===== src/rtl/gcd_pkg.sv =====
// gcd_pkg: shared types and defaults for the GCD datapath modulo unit.
//   state_t   : modulo sequencer states (IDLE, CALC, DONE)
//   WIDTH_DEF : default operand width
//   CNT_W_DEF : step counter width for the default operand width
package gcd_pkg;

  localparam int WIDTH_DEF = 16;
  localparam int CNT_W_DEF = $clog2(WIDTH_DEF);

  typedef enum logic [1:0] {
    IDLE = 2'd0,
    CALC = 2'd1,
    DONE = 2'd2
  } state_t;

endpackage


===== src/rtl/modulo_step.sv =====
// modulo_step: one combinational restoring-division step.
//   rem      in  WIDTH  partial remainder (always < b between steps)
//   dvd      in  WIDTH  dividend shift register, quotient bits enter at the LSB
//   b        in  WIDTH  divisor
//   rem_next out WIDTH  partial remainder after this step
//   dvd_next out WIDTH  dvd shifted left with the new quotient bit appended
module modulo_step #(
  parameter int WIDTH = 16
) (
  input  logic [WIDTH-1:0] rem,
  input  logic [WIDTH-1:0] dvd,
  input  logic [WIDTH-1:0] b,
  output logic [WIDTH-1:0] rem_next,
  output logic [WIDTH-1:0] dvd_next
);

  logic [WIDTH:0] t;
  logic           q_bit;

  always_comb begin
    t     = {rem, dvd[WIDTH-1]};
    q_bit = (t >= {1'b0, b});
    // When subtracting, the result is < b, so the low WIDTH bits are exact.
    rem_next = q_bit ? (t[WIDTH-1:0] - b) : t[WIDTH-1:0];
    dvd_next = {dvd[WIDTH-2:0], q_bit};
  end

endmodule


===== src/rtl/modulo_seq_unit.sv =====
// modulo_seq_unit: iterative unsigned modulo/divide responder for the GCD datapath.
//   clk             in   single clock
//   rst             in   asynchronous active-low reset
//   modulo_start_i  in   request strobe, accepted in IDLE or DONE
//   op_a_i, op_b_i  in   dividend / divisor, captured on the accepting edge
//   res_o, quot_o   out  remainder / quotient, held until the next result
//   modulo_ready_o  out  one-cycle completion pulse
//   busy_o          out  high while calculating
//   div_zero_o      out  last completed request had b == 0
//
// state | meaning
// IDLE  | waiting for a request
// CALC  | one restoring step per cycle, WIDTH steps total
// DONE  | result registered; ready pulses on the following cycle
module modulo_seq_unit
  import gcd_pkg::*;
#(
  parameter int WIDTH = WIDTH_DEF
) (
  input  logic             clk,
  input  logic             rst,
  input  logic             modulo_start_i,
  input  logic [WIDTH-1:0] op_a_i,
  input  logic [WIDTH-1:0] op_b_i,
  output logic [WIDTH-1:0] res_o,
  output logic [WIDTH-1:0] quot_o,
  output logic             modulo_ready_o,
  output logic             busy_o,
  output logic             div_zero_o
);

  localparam int CNT_W = $clog2(WIDTH);

  state_t             state;
  logic [CNT_W-1:0]   cnt;
  logic [WIDTH-1:0]   b_reg;
  logic [WIDTH-1:0]   rem;
  logic [WIDTH-1:0]   dvd;
  logic [WIDTH-1:0]   rem_next;
  logic [WIDTH-1:0]   dvd_next;
  logic               accept;

  assign accept = modulo_start_i && (state != CALC);

  modulo_step #(.WIDTH(WIDTH)) u_step (
    .rem      (rem),
    .dvd      (dvd),
    .b        (b_reg),
    .rem_next (rem_next),
    .dvd_next (dvd_next)
  );

  always_ff @(posedge clk or negedge rst) begin
    if (!rst) begin
      state          <= IDLE;
      cnt            <= '0;
      b_reg          <= '0;
      rem            <= '0;
      dvd            <= '0;
      res_o          <= '0;
      quot_o         <= '0;
      modulo_ready_o <= 1'b0;
      busy_o         <= 1'b0;
      div_zero_o     <= 1'b0;
    end else begin
      // The pulse is issued on the edge that leaves DONE, so it lasts one cycle
      // even when a back-to-back request is accepted in DONE.
      modulo_ready_o <= (state == DONE);
      if (accept) begin
        b_reg      <= op_b_i;
        dvd        <= op_a_i;
        rem        <= '0;
        div_zero_o <= 1'b0;
        if (op_b_i == '0) begin
          state      <= DONE;
          res_o      <= op_a_i;
          quot_o     <= '1;
          div_zero_o <= 1'b1;
        end else begin
          state  <= CALC;
          cnt    <= CNT_W'(WIDTH - 1);
          busy_o <= 1'b1;
        end
      end else if (state == CALC) begin
        rem <= rem_next;
        dvd <= dvd_next;
        if (cnt == '0) begin
          state  <= DONE;
          busy_o <= 1'b0;
          res_o  <= rem_next;
          quot_o <= dvd_next;
        end else begin
          cnt <= cnt - 1'b1;
        end
      end else if (state == DONE) begin
        state <= IDLE;
      end
    end
  end

endmodule


===== config.mk =====
export PLATFORM = sky130hd
export DESIGN_NAME = modulo_seq_unit
export DESIGN_NICKNAME = d
export VERILOG_FILES = /design/src/rtl/gcd_pkg.sv /design/src/rtl/modulo_step.sv /design/src/rtl/modulo_seq_unit.sv
export SDC_FILE = /design/constraint.sdc
export NUM_CORES = 1
export LEC_CHECK = 0
export CORE_ASPECT_RATIO = 1.5
export CORE_MARGIN = 10
export CORE_UTILIZATION = 25
export CTS_CLUSTER_DIAMETER = 100
export CTS_CLUSTER_SIZE = 40
export DETAILED_ROUTE_END_ITERATION = 7
export HOLD_SLACK_MARGIN = 0.03
export PLACE_DENSITY = 0.4
export SLEW_MARGIN = 20
export SYNTH_ARGS = -nofsm -noshare
export SYNTH_HDL_FRONTEND = slang
export SYNTH_SLANG_ARGS = --single-unit

===== constraint.sdc =====
create_clock -name clk -period 3.3 [get_ports clk]
set_input_delay 0.99 -clock clk [delete_from_list [all_inputs] [get_ports clk]]
set_output_delay 0.99 -clock clk [all_outputs]
set_load 0.02 [all_outputs]

==> impl_metrics.yaml <==
setup_path:
  cp_cell_sequence: "inv_1 > ha_1 > inv_1 > fa_1 > a211o_1 > a21o_1 > o21ai_1 > mux2i_1 > a2111oi_0 > mux2_1 > a21oi_1"
  rrSetupSlack_ps: 290
  r2r-start: "dvd[15]"
  slowest_stage: "a2111oi_0"
  crit_cells: 11
  critPathMostFrequentCell: "inv_1"
  startpoint_type: "flop"
  crit_end: "res_o[12]"
  ff2ff_path_depth: 11
  worstPathArrival_ps: 3220
  crit_fanout: 3
  crit_family: "compound AO/OA/AOI/OAI gates"
  worst_setup_path_end_kind: "flop"
  r2r_end: "res_o[12]"
  startpoint: "dvd[15]"
  cpPeakStageDelay_ps: 490
  critPathKind: "reg -> reg"
  required_ps: 3520
  path_buf_inv: 2
sta:
  clock.fmax_mhz: 333
  hold_slack_ps: 499
  min_period_over_period_pct: 91.1
  rsz0062_at_grt: "false"
  period_minus_slack_ps: 3010
  drv_slew: 0
  hold_violations: 0
  relSlewSlack_pct: 51.8
  fin_ws_ps: 293
  tightest_slew_ps: 721
  setup_viol: 0
  skew_ps: 9.63
  setup_tns_ps: 0
floorplan:
  start_util_pct: 25.6
  rows: 61
  die_x_um: 133
  io_pins: 70
  die-height_um: 189
  die_area_um2: 25100
  core_um2: 18600
placed_design:
  gp_congestion: 0.720
  place_ws_ps: 8.79
  dp_hpwl_um: 10300
  dpl_cell_area_um2: 5800
  dp_cells: 809
  port_buffers: 69
logic_synthesis:
  ys_seq_elements: 89
  synth_cell_types: 47
  syn_nets: 555
  syn_inst: 502
  synth_common_cells: "dfrtp_1 (89), nor2_1 (53), a21oi_1 (44), nand2_1 (44), o21ai_0 (36)"
  synth_top_area_share_pct: 46.8
  syn_area_um2: 4760
  syn_area_per_cell_um2: 9.49
  synth_most_common_cell: "dfrtp_1"
  synth_flop_cell: "dfrtp_1"
  synth_area_leaders: "dfrtp_1 (47%), mux2i_1 (6.3%), a21oi_1 (4.6%)"
  async_reset_ff_share_pct: 100
  yosys_warnings: 0
  synth_top_cell_by_area: "dfrtp_1"
  seq_area_frac_synth_pct: 46.8
  synth_edf_count: 0
grt:
  overflow: 0
  grt_pass1_wl_um: 23300
  grt_max_degree: 74
  grt_util_all_layers_pct: 11.5
  grt_pass1_vias: 4083
  antenna_found_initial: 0
drt:
  drc: 0
  final_antenna_net_count: 0
  first_iter_violations: 141
  firstDrtPassIters: 4
  drt-total-wl_um: 14200
  wl_per_cell_um: 17.2
  vias: 3832
  viasPerCell: 4.64
layout:
  diodes: 0
  drive_above_1_share_pct: 9.08
  final_cells: 825
  area_growth_pct: 27.9
  fin_area_um2: 6090
  num-nets-final: 621
clock_tree:
  cts_tree: "yes"
  clk_latency_ps: 340
  cts_resized: 0
  cts_inserted_buffers: 9
  root_buffer: "clkbuf_16"
  hold_buffers: 0
  cts_buffer_depth: 2
  h-tree-depth: 3
  cts.sink_count: 89
  post_cts_buffers: 0
  cts.clk_slew.worst_paths_ps: 70
power_and_ir_drop:
  power_leakage_nw: 2.78
  pwr-share-seq_pct: 35.5
  p_int_w: 0.00281
  p_sw_share_pct: 38.6
  ir_drop_v: 0.000236
  p_sw_w: 0.00177
  p_clk_share_pct: 22.9
  combPwrFrac_pct: 41.6
  power_density_nw_per_um2: 751
min_path:
  hold_class: "reg -> reg"
status:
  status: "finished clean"
flow_run:
  drv_cap: 0
-- worst reg2reg max path, cell delays in order, from the launching register on --
cell       delay [ps]
dfrtp_1           390
inv_1              90
ha_1              160
inv_1              50
fa_1              420
a211o_1           310
a21o_1            200
o21ai_1           300
mux2i_1           140
a2111oi_0         490
mux2_1            250
a21oi_1            70
-- layout by cell type (no fill, tap or decap), types with 3 or more instances in the layout --
master            n
nand3b_1         15
mux2_2           16
o31ai_1           3
o21ai_1          19
nand2b_1          4
dfrtp_1          89
buf_4            11
a21oi_1          44
nor2_1           53
and4_1            3
nand3_1           6
and3_1            7
nor3_1            4
nand2_1          44
mux2i_1          30
or3_1             9
a21o_1            5
ha_1             17
xor2_1            5
a211o_1           3
clkdlybuf4s50_1  68
a211oi_1          4
buf_12            3
o21ai_0          36
inv_1            22
xnor2_1           6
nor4_1            4
nor2b_1           3
clkbuf_16         9
-- metrics by stage --
| step | utilization (%) | total power, W |
|---|---|---|
| after floorplan | - | 0.00297 |
| after CTS | 32.7 | 0.00466 |
| after global routing | 32.7 | 0.00497 |
| final | 32.7 | 0.00457 |
| after global placement | 31.1 | 0.00356 |
| after detailed placement | 31.1 | 0.00356 |
-- cells by family after synthesis --
kind of cell	Yosys count	synth area share, %
AND/OR/NAND/NOR	159	16.2
AO/OA/AOI/OAI	127	15.3
multiplexers	48	10.6
flip-flops	89	46.8
XOR/XNOR	11	2.02
buffers and inverters	50	4.26
adder cells (fa/ha/maj)	18	4.89
-- layer usage --
metal	wire length [µm]	track usage, %	share of wire (%)
met2	7020	19.4	49
met4	274	4.46	1.9
met3	480	2.52	3.4
met5	0	0	0
met1	6450	14.0	45
-- area by class of cell --
| class | instances | area [µm²] |
|---|---|---|
| inverters | 23 | 86.3 |
| well taps | 252 | 315 |
| flip-flops and latches | 89 | 2230 |
| clock inverters | 6 | 65.1 |
| multi-input cells | 363 | 2350 |
| repair buffers | 82 | 823 |
| clock buffers | 10 | 229 |
| fillers | 1990 | 12500 |
-- power groups by stage --
stage	clock, W	combinational, W	sequential [W]
floorplan	0	0.00134	0.00163
global placement	0	0.00191	0.00165
detailed placement	0	0.00191	0.00165
CTS	0.00109	0.00193	0.00163
global route	0.00114	0.00215	0.00167
finish	0.00105	0.00190	0.00162
-- how the worst min path moves through the flow --
stage,from,endpoint,slack [ps],cells after the start
global placement,dvd[11],dvd[12],490,2
CTS,rst,quot_o[2],510,1
detailed placement,div_zero_o,div_zero_o,500,2
finish,div_zero_o,div_zero_o,500,2
floorplan,state[0],modulo_ready_o,460,1
global route,rst,quot_o[2],510,1
Note: power is estimated with default switching activity, not from simulation.
